**src/rtl/debounce_edge_detect.sv**
```systemverilog
// debounce_edge_detect
// Input-conditioning stage. It brings a raw asynchronous level into the clk
// domain and filters out bounces. It produces a clean registered level (q),
// one-cycle rise/fall pulses on accepted transitions, and a busy flag that is
// high while a candidate level change is being qualified.
// A companion checker module at the end of this file holds the structural
// assertions. Synthesis treats that checker as logic-free.

module debounce_edge_detect #(
  parameter int SYNC_STAGES   = 2,
  parameter int STABLE_CYCLES = 4,
  parameter int CNT_W         = 8
) (
  input  logic clk,
  input  logic rst,
  input  logic din,
  output logic q,
  output logic rise,
  output logic fall,
  output logic busy
);

  // FSM state encoding
  localparam logic [1:0] ST_IDLE_LOW  = 2'd0;
  localparam logic [1:0] ST_WAIT_HIGH = 2'd1;
  localparam logic [1:0] ST_IDLE_HIGH = 2'd2;
  localparam logic [1:0] ST_WAIT_LOW  = 2'd3;

  // Counter constants, sized to the counter width
  localparam logic [CNT_W-1:0] LP_CNT_ZERO = {CNT_W{1'b0}};
  localparam logic [CNT_W-1:0] LP_CNT_ONE  = {{(CNT_W-1){1'b0}}, 1'b1};
  localparam logic [CNT_W-1:0] LP_CNT_LAST = CNT_W'(STABLE_CYCLES - 1);

  // With a single-sample requirement, a new level is accepted straight from IDLE
  localparam bit LP_SINGLE = (STABLE_CYCLES == 1);

  // Synchroniser chain; only the last stage is ever observed
  logic [SYNC_STAGES-1:0] r_sync;
  logic                   w_s;

  // FSM registers
  logic [1:0]       r_state;
  logic [CNT_W-1:0] r_cnt;
  logic             r_q;
  logic             r_rise;
  logic             r_fall;
  logic             r_busy;

  // Next-state values
  logic [1:0]       w_state_nxt;
  logic [CNT_W-1:0] w_cnt_nxt;
  logic             w_q_nxt;
  logic             w_rise_nxt;
  logic             w_fall_nxt;
  logic             w_busy_nxt;

  // Observation taps for the checker
  logic w_in_wait_high;
  logic w_in_wait_low;

  assign w_s = r_sync[SYNC_STAGES-1];

  // Shift the raw input through the synchroniser flops
  always_ff @(posedge clk) begin
    if (rst) begin
      r_sync <= {SYNC_STAGES{1'b0}};
    end else begin
      r_sync <= {r_sync[SYNC_STAGES-2:0], din};
    end
  end

  // Qualification FSM: compute next state, counter, level and pulses from s
  always_comb begin
    w_state_nxt = r_state;
    w_cnt_nxt   = r_cnt;
    w_q_nxt     = r_q;
    w_rise_nxt  = 1'b0;
    w_fall_nxt  = 1'b0;
    case (r_state)
      ST_IDLE_LOW: begin
        if (w_s) begin
          if (LP_SINGLE) begin
            w_state_nxt = ST_IDLE_HIGH;
            w_q_nxt     = 1'b1;
            w_rise_nxt  = 1'b1;
            w_cnt_nxt   = LP_CNT_ZERO;
          end else begin
            w_state_nxt = ST_WAIT_HIGH;
            w_cnt_nxt   = LP_CNT_ONE;
          end
        end else begin
          w_cnt_nxt = LP_CNT_ZERO;
        end
      end
      ST_WAIT_HIGH: begin
        if (!w_s) begin
          // Opposite sample: drop the candidate silently
          w_state_nxt = ST_IDLE_LOW;
          w_cnt_nxt   = LP_CNT_ZERO;
        end else if (r_cnt == LP_CNT_LAST) begin
          w_state_nxt = ST_IDLE_HIGH;
          w_q_nxt     = 1'b1;
          w_rise_nxt  = 1'b1;
          w_cnt_nxt   = LP_CNT_ZERO;
        end else begin
          w_cnt_nxt = r_cnt + LP_CNT_ONE;
        end
      end
      ST_IDLE_HIGH: begin
        if (!w_s) begin
          if (LP_SINGLE) begin
            w_state_nxt = ST_IDLE_LOW;
            w_q_nxt     = 1'b0;
            w_fall_nxt  = 1'b1;
            w_cnt_nxt   = LP_CNT_ZERO;
          end else begin
            w_state_nxt = ST_WAIT_LOW;
            w_cnt_nxt   = LP_CNT_ONE;
          end
        end else begin
          w_cnt_nxt = LP_CNT_ZERO;
        end
      end
      ST_WAIT_LOW: begin
        if (w_s) begin
          w_state_nxt = ST_IDLE_HIGH;
          w_cnt_nxt   = LP_CNT_ZERO;
        end else if (r_cnt == LP_CNT_LAST) begin
          w_state_nxt = ST_IDLE_LOW;
          w_q_nxt     = 1'b0;
          w_fall_nxt  = 1'b1;
          w_cnt_nxt   = LP_CNT_ZERO;
        end else begin
          w_cnt_nxt = r_cnt + LP_CNT_ONE;
        end
      end
      default: begin
        // Unreachable encoding: fall back to the reset state
        w_state_nxt = ST_IDLE_LOW;
        w_q_nxt     = 1'b0;
        w_cnt_nxt   = LP_CNT_ZERO;
      end
    endcase
    w_busy_nxt = (w_state_nxt == ST_WAIT_HIGH) || (w_state_nxt == ST_WAIT_LOW);
  end

  // Register FSM state and all outputs; reset wins over everything
  always_ff @(posedge clk) begin
    if (rst) begin
      r_state <= ST_IDLE_LOW;
      r_cnt   <= LP_CNT_ZERO;
      r_q     <= 1'b0;
      r_rise  <= 1'b0;
      r_fall  <= 1'b0;
      r_busy  <= 1'b0;
    end else begin
      r_state <= w_state_nxt;
      r_cnt   <= w_cnt_nxt;
      r_q     <= w_q_nxt;
      r_rise  <= w_rise_nxt;
      r_fall  <= w_fall_nxt;
      r_busy  <= w_busy_nxt;
    end
  end

  assign q    = r_q;
  assign rise = r_rise;
  assign fall = r_fall;
  assign busy = r_busy;

  assign w_in_wait_high = (r_state == ST_WAIT_HIGH);
  assign w_in_wait_low  = (r_state == ST_WAIT_LOW);

  debounce_edge_detect_chk #(
    .SYNC_STAGES   (SYNC_STAGES),
    .STABLE_CYCLES (STABLE_CYCLES),
    .CNT_W         (CNT_W)
  ) u_chk (
    .clk          (clk),
    .rst          (rst),
    .in_wait_high (w_in_wait_high),
    .in_wait_low  (w_in_wait_low),
    .cnt          (r_cnt),
    .q            (r_q),
    .rise         (r_rise),
    .fall         (r_fall),
    .busy         (r_busy)
  );

endmodule

// debounce_edge_detect_chk
// Structural invariants of the debouncer: pulse exclusivity, counter bound,
// q frozen while qualifying, and busy tracking the WAIT states.
module debounce_edge_detect_chk #(
  parameter int SYNC_STAGES   = 2,
  parameter int STABLE_CYCLES = 4,
  parameter int CNT_W         = 8
) (
  input logic             clk,
  input logic             rst,
  input logic             in_wait_high,
  input logic             in_wait_low,
  input logic [CNT_W-1:0] cnt,
  input logic             q,
  input logic             rise,
  input logic             fall,
  input logic             busy
);

  localparam logic [CNT_W-1:0] LP_CNT_LAST = CNT_W'(STABLE_CYCLES - 1);

  a_params: assert property (@(posedge clk)
    (SYNC_STAGES >= 2) && (STABLE_CYCLES >= 1) && (STABLE_CYCLES <= (2 ** CNT_W) - 1));

  a_pulse_excl: assert property (@(posedge clk) disable iff (rst) !(rise && fall));

  a_cnt_bound: assert property (@(posedge clk) disable iff (rst) cnt <= LP_CNT_LAST);

  a_wait_high_q: assert property (@(posedge clk) disable iff (rst) in_wait_high |-> !q);

  a_wait_low_q: assert property (@(posedge clk) disable iff (rst) in_wait_low |-> q);

  a_busy_state: assert property (@(posedge clk) disable iff (rst)
    busy == (in_wait_high || in_wait_low));

  a_rise_level: assert property (@(posedge clk) disable iff (rst) rise |-> q);

  a_fall_level: assert property (@(posedge clk) disable iff (rst) fall |-> !q);

endmodule

```
**config.mk**
```make
export PLATFORM = sky130hd
export DESIGN_NAME = debounce_edge_detect
export DESIGN_NICKNAME = d
export VERILOG_FILES = /design/src/rtl/debounce_edge_detect.sv
export SDC_FILE = /design/constraint.sdc
export NUM_CORES = 1
export LEC_CHECK = 0
export ABC_AREA = 0
export BUFFER_PORTS_ARGS = -buffer_cell sky130_fd_sc_hd__clkbuf_2
export CAP_MARGIN = 5
export CORE_AREA = 2 2 39 41
export CTS_BUF_LIST = sky130_fd_sc_hd__clkbuf_4
export CTS_CLUSTER_SIZE = 30
export DETAILED_ROUTE_END_ITERATION = 10
export DIE_AREA = 0 0 41 43
export HOLD_SLACK_MARGIN = 0.03
export PLACE_DENSITY = 0.78
export SYNTH_ARGS = -nofsm -noshare
export SYNTH_HDL_FRONTEND = slang
export SYNTH_SLANG_ARGS = --single-unit
```
**constraint.sdc**
```tcl
create_clock -name clk -period 2.1 [get_ports clk]
set_input_delay 0.42 -clock clk [delete_from_list [all_inputs] [get_ports clk]]
set_output_delay 0.42 -clock clk [all_outputs]
set_load 0.01 [all_outputs]
```
==> impl_metrics.json <==
{
  "syn-cell-area_um2": 629,
  "synth_seq_area_share_pct": 50.9,
  "synth_edf_count": 0,
  "fin_crit_ps": 1590,
  "grt_pass1_wl_um": 1730,
  "p_comb_share_pct": 2.1,
  "postSynth.asyncResetShare_pct": 0,
  "yosysMostFrequentCell": "dfxtp_1",
  "start_util_pct": 45.5,
  "grt_pass1_vias": 443,
  "ys.warnings.count": 0,
  "ctsResizeCount": 0,
  "cts_made_buffers": 3,
  "antenna_found_initial": 0,
  "irDropWorstVdd_uv": 400,
  "synth_top_area_share_pct": 50.9,
  "rrSetupSlack_ps": 510,
  "grt_max_degree": 10,
  "post-route-util_pct": 50.7,
  "fin_setup_tns_ps": 0,
  "diodes": 0,
  "rsz0062_at_grt": "no",
  "cp.arrival_ps": 1810,
  "status": "completed",
  "maxCapViolations": 0,
  "io-pin-count": 7,
  "tritoncts": "yes",
  "core_region_area_mm2": 0.00138,
  "setup_ws_ps": 513,
  "p_switching_mw": 0.0985,
  "postCtsHoldBufs": 0,
  "nNetsFinal": 80,
  "gp_congestion": 0.775,
  "fin_crit_sh_pct": 75.6,
  "die_w_um": 41,
  "rows": 14,
  "worst-setup-path-type": "flip-flop to flip-flop",
  "fmax_ghz": 0.630,
  "dieArea_mm2": 0.00176,
  "overflow": 0,
  "hold-worst-slack_ps": 337,
  "pwr-share-seq_pct": 64.6,
  "swShare_pct": 20.6,
  "finalHoldViolations": 0,
  "vias": 511,
  "place_ws_ps": 524,
  "fin_area_um2": 702,
  "dr.pass1.iters": 4,
  "die_y_um": 43,
  "startpoint_type": "flip-flop",
  "hold_path_class": "primary input to flip-flop",
  "leakagePower_nw": 0.242,
  "pwr-share-clk_pct": 33.4,
  "syn_inst": 66,
  "clkLatencyLatePin_ps": 290,
  "ys.flop_type": "dfxtp_1",
  "synth.area.top_cells": "dfxtp_1, xor2_1, a211oi_1",
  "finalSetupViolCount": 0,
  "drive_gt1_share_pct": 16.0,
  "dp_hpwl_um": 761,
  "htreeDepth": 1,
  "pwr_density_cell_mw_per_mm2": 682,
  "placed_area_um2": 676,
  "timing.slew.headroom_pct": 76.4,
  "wl_um": 1050,
  "cp.required_ps": 2320,
  "clock_skew_ps": 9.91,
  "routed_via_density": 5.62,
  "syn2layout_area_growth_pct": 11.5,
  "yosysTopAreaCell": "dfxtp_1",
  "fill_cells": 126,
  "finalPower_mw": 0.478,
  "crit_path_max_fanout": 5,
  "grtUsageTotal_pct": 14.7,
  "drtIter0Drc": 18,
  "clk_pin_slew_worst_paths_ps": 90,
  "ant_nets": 0,
  "fin_cells": 91,
  "worst_pin_slew_ps": 350,
  "ys_seq_elements": 16,
  "syn_area_per_cell_um2": 9.54,
  "clock_tree.root_cell": "clkbuf_4",
  "drc": 0,
  "p_int_mw": 0.380,
  "end_kind": "flip-flop",
  "ys_types": 25,
  "cts_setup_buffers": 0,
  "slew_violations": 0,
  "wl_per_cell_um": 11.5,
  "dp.cells": 87,
  "clock-sinks": 16,
  "portBuffers": 6,
  "syn_nets": 70,
  "cts_max_path_buffers": 2
}
-- per-layer routing --
metal / up-vias / wire length, µm / track usage (%)
met5: - / 0 / 0
met4: 0 / 11 / 4.00
met3: 3 / 67 / 9.42
met2: 10 / 491 / 20.9
met1: 241 / 478 / 17.8
li1: 257 / - / -
-- final cells by class --
| type | count | area (µm²) | area share [%] |
|---|---|---|---|
| well taps | 16 | 20.0 | 2.85 |
| inverters | 2 | 7.51 | 1.07 |
| clock buffers | 3 | 22.5 | 3.21 |
| clock inverters | 1 | 3.75 | 0.535 |
| multi-input cells | 47 | 298 | 42.4 |
| flip-flops and latches | 16 | 320 | 45.6 |
| repair buffers | 6 | 30.0 | 4.28 |
-- worst max-delay path, cell delays in order (launching register included) --
cell     delay, ps
dfxtp_1        360
ha_1           250
or4b_4         500
or2_4          270
o22ai_1        150
-- cells by family (layout without fill, tap and decap cells) --
group,count (synthesis),after routing,synth area share (%)
AO/OA/AOI/OAI,12,12,10.9
buffers and inverters,3,12,1.79
AND/OR/NAND/NOR,30,30,28.8
XOR/XNOR,4,4,5.57
flip-flops,16,16,50.9
adder cells (fa/ha/maj),1,1,1.99
-- cells in the final DEF, fill, tap and decap left out --
cell      count
nand4_1       2
a211oi_1      3
o21ai_0       4
nor2_1        3
or4b_1        1
nor3_2        1
o22ai_1       1
inv_1         2
clkbuf_4      3
nor2b_1       2
nand3b_1      1
nand2b_1      1
a21oi_1       4
nor4b_1       1
nand2_1       4
or4b_4        1
or2_4         1
dfxtp_1      16
or3_1         3
clkbuf_2      6
xnor2_1       1
clkinv_1      1
and2_1        1
xor2_1        3
ha_1          1
nand3_1       4
nor3_1        4
-- final timing paths --
path	startpoint	to	depth (start not counted)
max	r_cnt[0]	q	4
min	din	r_sync[0]	2
max reg2reg	r_cnt[0]	q	4
min reg2reg	r_sync[0]	r_sync[1]	1
-- registers in the layout (all words and copies together) (netlist names) --
| register | cells |
|---|---|
| rise | 1 |
| busy | 1 |
| r_state | 2 |
| q | 1 |
| r_cnt | 8 |
| r_sync | 2 |
| fall | 1 |
-- power by group through the flow --
stage | logic, mW | registers (mW) | clock network (mW)
global route | 0.0108 | 0.309 | 0.180
floorplan | 0.00531 | 0.316 | 0
finish | 0.00987 | 0.309 | 0.160
global placement | 0.00977 | 0.316 | 0
CTS | 0.00996 | 0.309 | 0.167
detailed placement | 0.00991 | 0.316 | 0
(Power assumes the default switching activity.)
